$ cat config.mk
export PLATFORM = sky130hd
export DESIGN_NAME = rom_stream_ctrl
export DESIGN_NICKNAME = d
export VERILOG_FILES = /design/src/rtl/rom_stream_ctrl_pkg.sv /design/src/rtl/rom_stream_ctrl.sv
export SDC_FILE = /design/constraint.sdc
export NUM_CORES = 1
export LEC_CHECK = 0
export ABC_AREA = 0
export CORE_ASPECT_RATIO = 1.25
export CORE_MARGIN = 2
export CORE_UTILIZATION = 45
export DETAILED_ROUTE_END_ITERATION = 7
export PLACE_DENSITY = 0.75
export SYNTH_ARGS = -nofsm -noshare
export SYNTH_HDL_FRONTEND = slang
export SYNTH_SLANG_ARGS = --single-unit
$ cat constraint.sdc
create_clock -name clk -period 2.3 [get_ports clk]
set_clock_uncertainty 0.2 [all_clocks]
set_input_delay 0.46 -clock clk [delete_from_list [all_inputs] [get_ports clk]]
set_output_delay 0.46 -clock clk [all_outputs]
set_load 0.01 [all_outputs]
$ cat src/rtl/rom_stream_ctrl_pkg.sv
// ============================================================================
// rom_stream_ctrl_pkg : shared widths, burst limit and FSM encoding
// Revision: 1.0
// ============================================================================
`default_nettype none

package rom_stream_ctrl_pkg;

  localparam int DATA_W  = 8;
  localparam int ADDR_W  = 3;
  localparam int MAX_LEN = 8;

  localparam logic [1:0] S_IDLE   = 2'd0;
  localparam logic [1:0] S_STREAM = 2'd1;
  localparam logic [1:0] S_DRAIN  = 2'd2;

endpackage

`default_nettype wire

$ cat src/rtl/rom_stream_ctrl.sv
// ============================================================================
// rom_stream_ctrl : reads a burst of words from an external combinational ROM
//                   and streams them out over a valid/ready port with checksum
// Revision: 1.0
// ============================================================================
`default_nettype none

module rom_stream_ctrl
  import rom_stream_ctrl_pkg::*;
#(
  parameter int DATA_W = rom_stream_ctrl_pkg::DATA_W,
  parameter int ADDR_W = rom_stream_ctrl_pkg::ADDR_W
) (
  input  logic              clk,
  input  logic              rst,
  input  logic              start,
  input  logic [ADDR_W-1:0] base_addr,
  input  logic [ADDR_W:0]   len,
  output logic [ADDR_W-1:0] rom_addr,
  output logic              rom_cs,
  output logic              rom_rd_en,
  input  logic [DATA_W-1:0] rom_data,
  output logic [DATA_W-1:0] out_data,
  output logic              out_valid,
  input  logic              out_ready,
  output logic              out_last,
  output logic              busy,
  output logic              done,
  output logic [DATA_W-1:0] checksum
);

  localparam logic [ADDR_W:0] c_max_len = (ADDR_W+1)'(MAX_LEN);

  logic [1:0]        state_q, state_d;
  logic [ADDR_W-1:0] addr_q, addr_d;
  logic [ADDR_W:0]   rem_q, rem_d;
  logic [DATA_W-1:0] data_q, data_d;
  logic              valid_q, valid_d;
  logic              last_q, last_d;
  logic              done_q, done_d;
  logic [DATA_W-1:0] csum_q, csum_d;

  logic              w_xfer;
  logic              w_load;
  logic [ADDR_W:0]   w_len_sat;

  assign w_xfer    = valid_q && out_ready;
  assign w_load    = (state_q == S_STREAM) && (!valid_q || out_ready) && (rem_q != '0);
  assign w_len_sat = (len > c_max_len) ? c_max_len : len;

  always_comb begin
    state_d = state_q;
    addr_d  = addr_q;
    rem_d   = rem_q;
    data_d  = data_q;
    valid_d = valid_q;
    last_d  = last_q;
    done_d  = 1'b0;
    csum_d  = csum_q;

    case (state_q)
      S_IDLE: begin
        if (start) begin
          addr_d = base_addr;
          rem_d  = w_len_sat;
          csum_d = '0;
          if (w_len_sat != '0) begin
            state_d = S_STREAM;
          end else begin
            done_d = 1'b1;
          end
        end
      end
      S_STREAM, S_DRAIN: begin
        if (w_xfer) begin
          csum_d = csum_q + data_q;
        end
        // A load refills the output register in the same edge the old beat leaves.
        if (w_load) begin
          data_d  = rom_data;
          valid_d = 1'b1;
          last_d  = (rem_q == (ADDR_W+1)'(1));
          addr_d  = addr_q + 1'b1;
          rem_d   = rem_q - 1'b1;
          if (rem_q == (ADDR_W+1)'(1)) begin
            state_d = S_DRAIN;
          end
        end else if (w_xfer) begin
          valid_d = 1'b0;
          last_d  = 1'b0;
        end
        if ((state_q == S_DRAIN) && w_xfer && last_q) begin
          state_d = S_IDLE;
          done_d  = 1'b1;
        end
      end
      default: begin
        state_d = S_IDLE;
      end
    endcase
  end

  always_ff @(posedge clk) begin
    if (rst) begin
      state_q <= S_IDLE;
      addr_q  <= '0;
      rem_q   <= '0;
      data_q  <= '0;
      valid_q <= 1'b0;
      last_q  <= 1'b0;
      done_q  <= 1'b0;
      csum_q  <= '0;
    end else begin
      state_q <= state_d;
      addr_q  <= addr_d;
      rem_q   <= rem_d;
      data_q  <= data_d;
      valid_q <= valid_d;
      last_q  <= last_d;
      done_q  <= done_d;
      csum_q  <= csum_d;
    end
  end

  assign rom_addr  = addr_q;
  assign busy      = (state_q != S_IDLE);
  assign rom_cs    = busy;
  assign rom_rd_en = w_load;
  assign out_data  = data_q;
  assign out_valid = valid_q;
  assign out_last  = last_q;
  assign done      = done_q;
  assign checksum  = csum_q;

endmodule

`default_nettype wire

# Word-level counts from Yosys, hierarchy flattened
# Index checks and enable logic that the tools add are counted.
[word_totals] in_bits=19 wordCells=63 ff_bits=28
[classes] reduce_logical=19 n_mux=23 addsub=3 order_cmp=1 n_eq_ne=9
[ops] operator="$mux 8" n=2
[ops] operator="$pmux 8 s2" n=1
[ops] operator="$mux 4" n=3
[ops] operator="$mux 2" n=5
[ops] operator="$add 8x8->8" n=1
[ops] operator="$ne 2x2->1 const B" n=4
[ops] operator="$pmux 4 s2" n=1
[ops] operator="$reduce_bool 4->1" n=2
[ops] operator="$mux 1" n=6
[ops] operator="$mux 3" n=2
[ops] operator="$ne 3x3->1 const B" n=2
[ops] operator="$pmux 3 s2" n=1
[ops] operator="$reduce_and 3->1" n=2
[ops] operator="$reduce_bool 2->1" n=3
[ops] operator="$logic_and 1x1->1" n=5
[ops] operator="$eq 4x1->1 const B" n=1
[ops] operator="$gt 4x4->1 const B" n=1
[ops] operator="$pmux 2 s2" n=1
[ops] operator="$reduce_and 2->1" n=2
[ops] operator="$reduce_and 4->1" n=1
[ops] operator="$sub 4x1->4 const B" n=1
[ops] operator="$add 3x1->3 const B" n=1
[ops] operator="$eq 2x1->1 const B" n=1
[ops] operator="$eq 2x2->1 const B" n=1
[ops] operator="other kinds (5)" n=5

# Logic depth before layout (Yosys ltp)
# Gate-level depths: netlist of the first run.
[depth] ltp_word=7 ltp_mapped=8 ltp_nobuf=8

# Worst setup path before layout of the first run
# Ideal clock, no wire load.
[synth_path] kind="reg-to-reg" from="reg data_q[0], in the netlist out_data[0]" to="reg csum_q[6], in the netlist checksum[6]" n_path_buf=0 setup_ps=87 t_arrival_ps=1697 synth_period_minus_slack_ps=1984 slack_ps=316 stages_incl_launch_ff=9 required_ps=2013 path_cell_list="dfxtp_1 -> ha_1 -> inv_1 -> fa_1 -> nor2b_1 -> o21a_1 -> o211ai_1 -> and4_1 -> o31ai_1"
[synth_between] elab_chain_len=3
[synth_rtl] item="start, declared" line="rom_stream_ctrl.sv:37" rtl="logic [DATA_W-1:0] data_q, data_d;"
[synth_rtl] item="start signal, assigned" line="rom_stream_ctrl.sv:117" rtl="data_q <= data_d;"
[synth_rtl] item="$add 8x8->8" line="rom_stream_ctrl.sv:76" rtl="csum_d = csum_q + data_q;"
[synth_rtl] item="$mux 8" line="rom_stream_ctrl.sv:75" rtl="if (w_xfer) begin"
[synth_rtl] item="$pmux 8 s2" line="rom_stream_ctrl.sv:61" rtl="case (state_q)"
[synth_rtl] item="end signal, assigned" line="rom_stream_ctrl.sv:121" rtl="csum_q <= csum_d;"
[synth_rtl] item="end, declared" line="rom_stream_ctrl.sv:41" rtl="logic [DATA_W-1:0] csum_q, csum_d;"
# Every way passes these cells. The select of a mux whose other input is x is not followed.
# A chain may end at the register's enable or synchronous reset.

# Final worst setup path of the first run
[layout_path] from="reg rem_q[1]" to="out rom_rd_en"
[layout_between] elab_chain_len=2
[layout_rtl] item="start, declared" line="rom_stream_ctrl.sv:36" rtl="logic [ADDR_W:0] rem_q, rem_d;"
[layout_rtl] item="start signal, assigned" line="rom_stream_ctrl.sv:116" rtl="rem_q <= rem_d;"
[layout_rtl] item="$reduce_bool 4->1" line="rom_stream_ctrl.sv:48" rtl="assign w_load = (state_q == S_STREAM) && (!valid_q || out_ready) && (rem_q != '0);"
[layout_rtl] item="$logic_and 1x1->1" line="rom_stream_ctrl.sv:48"
[layout_rtl] item="end, declared" line="rom_stream_ctrl.sv:21" rtl="output logic rom_rd_en,"
# Every way passes these cells.

==> results_dict.tcl, run 1 <==
set metrics [dict create \
    chipWidth_um 58.9 \
    core_um2 3540 \
    syn_inst 203 \
    tightest_slew_ns 0.423 \
    slew_violations 0 \
    cts_tree "done" \
    synth-simple-area-share_pct 26.1 \
    clock_path_buffers 2 \
    synthXorXnorAreaFrac_pct 1.55 \
    synth_top_area_share_pct 33.0 \
    fmax_mhz 451 \
    root_buffer "clkbuf_8" \
    cp_slowest_cell "or3b_4" \
    ctsHoldBuffers 0 \
    synth-edff-count 0 \
    wl_mm 4.08 \
    hpwl_mm 3.05 \
    hold_viol 0 \
    synthMuxAreaShare_pct 1.18 \
    drtPass1Iterations 6 \
    place_area_um2 2230 \
    cp-end-kind "output port" \
    grt_max_degree 20 \
    synth_compound_area_share_pct 21.3 \
    die-height_um 72.7 \
    synth.distinct_cells 54 \
    synth_most_common_cell "dfxtp_1" \
    cap_violations 0 \
    hold_start "out_data[5]$_SDFFE_PP0P_" \
    p_per_area_nw_per_um2 962 \
    start_kind "register" \
    worstSetupStartpoint "rem_q[1]$_SDFFE_PP0P_" \
    crit_buf_inv 3 \
    synth_top_family_by_area "simple AND/OR/NAND/NOR gates" \
    power_mw 2.24 \
    critPathKind "reg2out" \
    post_cts_buffers 0 \
    crit_chain "inv_2 > ha_4 > or3b_4 > nand3_4 > inv_2 > clkdlybuf4s15_1" \
    r2r_start "checksum[0]$_SDFFE_PP0P_" \
    cp_data_required_time_ns 1.64 \
    grt_pass1_wl_mm 6.98 \
    worstHoldPathType "reg2reg" \
    grt_setup_unrepaired "false" \
    num_rows 24 \
    fill_cells 301 \
    crit_end "rom_rd_en" \
    timing.rr.end "checksum[6]$_SDFFE_PP0P_" \
    synth_area_um2 1700 \
    fin_tns_setup_ns 0 \
    hold_ws_ns 0.281 \
    status "finished with violations" \
    grt.total_usage_pct 20.5 \
    p_leak_nw 0.935 \
    peakVddDrop_v 0.000637 \
    initial_core_util_pct 47.9 \
    critPathMostFrequentCell "inv_2" \
    critPathMaxStageDelay_ns 0.39 \
    drive_above_1_share_pct 15.4 \
    numCtsBuffers 3 \
    synth_commonest_cells "dfxtp_1 (28), nand2_1 (24), a21oi_1 (19)" \
    clkSinkCount 28 \
    nNetsFinal 290 \
    ios 44 \
    final.period_utilization_pct 96.4 \
    setup_viol 0 \
    fin_area_um2 2330 \
    antenna_found_initial 0 \
    synth_largest_area_cell "dfxtp_1" \
    synthArstFlopShare_pct 0 \
    synth_fp_nets 238 \
    clk_latency_ns 0.27 \
    cp_top_family "simple AND/OR/NAND/NOR gates" \
    dieArea_um2 4280 \
    clkTransAtPathRegs_ns 0.09 \
    drc 4 \
    fin_crit_ns 2.22 \
    ys.warnings.count 0 \
    avgViaCountPerCell 5.55 \
    worstPathMaxFanout 3 \
    detail_route.iter0.violations 46 \
    cp_num_cells 6 \
    violations "DRC" \
    r2r_setup_slack_ns 0.23 \
    cts_max_level 1 \
    diodes 0 \
    reg2reg_depth 8 \
    vias 1627 \
    yosysSeqAreaShare_pct 33.0 \
    ys_seq_elements 28 \
    synth-adder-area-share_pct 12.2 \
    avgSynthCellArea_um2 8.36 \
    cp_data_arrival_time_ns 1.56 \
    syn_to_final_growth_pct 37.1 \
    overflow 0 \
    wl_per_cell_um 13.9 \
    slew_headroom_pct 71.6 \
    grt_pass1_vias 1644 \
    place.port_buffers 43 \
    ant_nets 0 \
    gp_congestion 0.727 \
    synthFlopType "dfxtp_1" \
    synthTopCellsByArea "dfxtp_1 (33%), ha_1 (11%), a21oi_1 (5.6%)" \
]
-- report_power, final --
group	internal, mW	switching (mW)
Clock	0.233	0.157
Sequential	0.562	0.0642
Combinational	0.520	0.704
-- per-stage QoR --
stage / setup WS [ns] / util (%) / cells
floorplan: 0.316 / - / 203
global placement: -0.0924 / 62.8 / 289
detailed placement: -0.103 / 62.8 / 289
CTS: -0.0111 / 65.0 / 293
global route: 0.0254 / 65.7 / 293
finish: 0.0822 / 65.7 / 293
-- worst min-delay path: stages, from the launching register on --
cell and delay [ns]:
dfxtp_1 0.33, nand2_1 0.06, a21oi_1 0.05
-- logic make-up (layout without fill, tap and decap cells) --
logic type      after synthesis  in the layout
flops                        28             28
buf+inv                      19             70
simple gates                 82             82
compound gates               53             53
xor+xnor                      3              3
fa+ha+maj                    16             16
mux                           2              2
-- per-layer routing --
metal	part of all wire [%]	vias to the layer above	wire (um)	global-route usage, %
li1	-	823	-	-
met4	0.47	0	19	5.30
met3	3.5	2	143	2.66
met2	53	32	2150	38.1
met1	43	770	1770	24.1
met5	0	-	0	0
-- sequential cells by signal (all words and copies together) (netlist names) --
| register | cells |
|---|---|
| checksum | 8 |
| out_data | 8 |
| rem_q | 4 |
| rom_addr | 3 |
| state_q | 2 |
| done | 1 |
| out_last | 1 |
| out_valid | 1 |
-- area by class of cell --
type	instances	area [um^2]	area share [%]
multi-input cells	156	1080	46.4
flip-flops and latches	28	564	24.2
repair buffers	54	518	22.2
well taps	39	48.8	2.10
inverters	12	45.0	1.93
clock buffers	3	41.3	1.77
clock inverters	1	30.0	1.29
-- timing repair --
item | 4_1_cts | 5_1_grt
pin swaps | 0 | 0
cloned | 0 | 0
resized for setup | 7 | 7
endpoints found under the setup margin | 3 | 3
-- placed cells by master, fill, tap and decap left out, drive strengths merged, types with 2 or more instances in the layout --
| cell | instances |
|---|---|
| clkdlybuf4s50 | 40 |
| dfxtp | 28 |
| nand2 | 25 |
| a21oi | 21 |
| nor2 | 18 |
| nand3 | 15 |
| ha | 15 |
| buf | 11 |
| inv | 11 |
| o21ai | 10 |
| a21o | 4 |
| a31oi | 3 |
| or2 | 3 |
| nand3b | 3 |
| a22oi | 3 |
| clkbuf | 3 |
| nand2b | 3 |
| and4 | 2 |
| xor2 | 2 |
| nand4 | 2 |
| nor3 | 2 |
| nor4b | 2 |
| mux2i | 2 |
| dlymetal6s2s | 2 |
| a311oi | 2 |
| a211oi | 2 |
-- worst min-delay path by stage --
stage | to | cells past startpoint
2_1_floorplan | rem_q[0]$_SDFFE_PP0P_ | 2
3_3_place_gp | out_data[6]$_SDFFE_PP0P_ | 2
3_5_place_dp | out_data[5]$_SDFFE_PP0P_ | 2
4_1_cts | out_data[5]$_SDFFE_PP0P_ | 2
5_1_grt | out_data[5]$_SDFFE_PP0P_ | 2
6_report | out_data[5]$_SDFFE_PP0P_ | 2
Power figures use the tool's default switching activity.
==> run 2: changes to the inputs <==
--- a/config.mk
+++ b/config.mk
@@ -8,9 +8,9 @@
 export ABC_AREA = 0
 export CORE_ASPECT_RATIO = 1.25
 export CORE_MARGIN = 2
-export CORE_UTILIZATION = 45
+export CORE_UTILIZATION = 30
 export DETAILED_ROUTE_END_ITERATION = 7
-export PLACE_DENSITY = 0.75
+export SLEW_MARGIN = 20
 export SYNTH_ARGS = -nofsm -noshare
 export SYNTH_HDL_FRONTEND = slang
 export SYNTH_SLANG_ARGS = --single-unit
==> constraint.sdc (replaced) <==
create_clock -name clk -period 2.6 [get_ports clk]
set_clock_uncertainty 0.2 [all_clocks]
set_input_delay 0.52 -clock clk [delete_from_list [all_inputs] [get_ports clk]]
set_output_delay 0.52 -clock clk [all_outputs]
set_load 0.01 [all_outputs]
==> run 2 against run 1 <==
Compared with the run above: the flow now finishes without violations; critical path depth is 2 lower; global-route usage is 6.4 points lower; design area shrank 1.5%; die area increased by 47%; sequential share of layout area rose by 0.21 points; clock-buffer cell count grew 1; combinational power down 15%; register-to-register slack improved by 0.23 ns; critical path type unchanged.
==> results_dict.tcl, run 2 (synthesis results as in run 1) <==
set metrics [dict create \
    final_cells 315 \
    grt_pass1_vias 1545 \
    p_seq_share_pct 29.5 \
    hpwl_mm 3.24 \
    grt.total_usage_pct 14.0 \
    switching_power_uw 804 \
    grt_max_degree 19 \
    hold_viol 0 \
    root_buffer "clkbuf_8" \
    gp_congestion 0.810 \
    final.period_utilization_pct 95.7 \
    clkSinkCount 28 \
    wl_mm 4.27 \
    fin_tns_setup_ns 0 \
    drc 0 \
    overflow 0 \
    mostFrequentLayoutCells "clkdlybuf4s50_1 (42), dfxtp_1 (28), nand2_1 (24), a21oi_1 (19), nor2_1 (17)" \
    grt_setup_unrepaired "false" \
    wl_per_cell_um 13.6 \
    drive_above_1_share_pct 12.0 \
    cap_violations 0 \
    core_um2 5440 \
    place.port_buffers 43 \
    die-height_um 88.1 \
    ant_nets 0 \
    p_per_area_nw_per_um2 817 \
    slew_headroom_pct 74.9 \
    chipWidth_um 71.3 \
    fmax_mhz 402 \
    ctsHoldBuffers 0 \
    setup_viol 0 \
    num_rows 30 \
    ios 44 \
    grt_pass1_wl_mm 7.04 \
    clock_path_buffers 2 \
    clkTransAtPathRegs_ns 0.10 \
    status "completed" \
    met3_usage_pct 1.84 \
    power.share.clock_pct 14.8 \
    tightest_slew_ns 0.374 \
    cts_tree "done" \
    antenna_found_initial 0 \
    initial_core_util_pct 31.2 \
    dieArea_um2 6280 \
    clk_latency_ns 0.28 \
    p_leak_nw 0.888 \
    peakVddDrop_v 0.000418 \
    slew_violations 0 \
    swShare_pct 42.9 \
    avgViaCountPerCell 5.17 \
    post_cts_buffers 0 \
    diodes 0 \
    detail_route.iter0.violations 81 \
    critPathKind "reg2out" \
    cts_max_level 1 \
    fill_cells 550 \
    syn_to_final_growth_pct 35.1 \
    fin_crit_ns 2.49 \
    gr-usage-met1_pct 17.4 \
    nNetsFinal 287 \
    post_cts_resized 3 \
    busiest_layer "met2" \
    numCtsBuffers 3 \
    cp-end-kind "output port" \
    pwr-share-comb_pct 55.7 \
    vias 1628 \
    start_kind "register" \
    power_mw 1.87 \
    final_common_cell "clkdlybuf4s50_1" \
    place_inst 311 \
    cp_data_required_time_ns 1.88 \
    worstPathMaxFanout 4 \
    worstHoldPathType "reg2reg" \
    met2_usage_pct 25.1 \
    p_int_mw 1.07 \
    cp_data_arrival_time_ns 1.77 \
    drtPass1Iterations 4 \
]
[run 2: cell types whose count changed in the layout (fill, tap and decap cells not counted), moves of 2 or more]
cell / before / now
buf_4: 11 / 8
inv_1: 7 / 10
dfxtp_2: 3 / 0
inv_2: 4 / 1
clkdlybuf4s50_1: 40 / 42
dlymetal6s2s_1: 2 / 0
dfxtp_1: 25 / 28
[run 2: final timing paths]
path | from | endpoint | slack [ns] | cells after the start
setup / recovery | state_q[0]$_SDFFE_PP0P_ | busy | 0.11 | 4
hold / removal | out_data[0]$_SDFFE_PP0P_ | out_data[0]$_SDFFE_PP0P_ | 0.28 | 2
setup reg to reg | state_q[1]$_SDFFE_PP0P_ | rem_q[1]$_SDFFE_PP0P_ | 0.46 | 7
hold reg to reg | out_data[0]$_SDFFE_PP0P_ | out_data[0]$_SDFFE_PP0P_ | 0.28 | 2
[run 2: final cells by class]
class / count / area, um^2 / area share (%)
Multi-Input combinational cell: 156 / 1060 / 46.4
Sequential cell: 28 / 561 / 24.4
Timing Repair Buffer: 51 / 489 / 21.3
Tap cell: 64 / 80.1 / 3.49
Clock buffer: 4 / 55.1 / 2.40
Inverter: 12 / 45.0 / 1.96
[run 2: worst max-delay path, cell delays in order (launching register included)]
cell and delay, ns:
dfxtp_1 0.40, inv_1 0.10, ha_1 0.24, inv_1 0.17, clkdlybuf4s50_1 0.58
[run 2: routing by layer]
| metal | wire, um | vias up | share of wire, % |
|---|---|---|---|
| met1 | 1880 | 760 | 44 |
| met4 | 57 | 0 | 1.3 |
| met5 | 0 | - | 0 |
| met3 | 216 | 5 | 5.1 |
| li1 | - | 818 | - |
| met2 | 2110 | 45 | 49 |
[run 2: stage by stage]
stage / util [%] / worst slack (ns) / cell area [um^2] / hold slack (ns)
finish: 42.1 / 0.111 / 2290 / 0.283
global route: 42.1 / 0.0285 / 2290 / 0.297
CTS: 42.1 / 0.0971 / 2290 / 0.287
detailed placement: 41.1 / 0.0581 / 2230 / 0.268
global placement: 41.1 / 0.0895 / 2230 / 0.263
floorplan: - / 0.580 / 1700 / 0.277
[run 2: power by group through the flow]
stage | sequential [mW] | combinational, mW | clock [mW]
floorplan | 0.565 | 0.693 | 0
global placement | 0.564 | 1.04 | 0
detailed placement | 0.563 | 1.04 | 0
CTS | 0.554 | 1.06 | 0.287
global route | 0.565 | 1.17 | 0.302
finish | 0.553 | 1.04 | 0.277
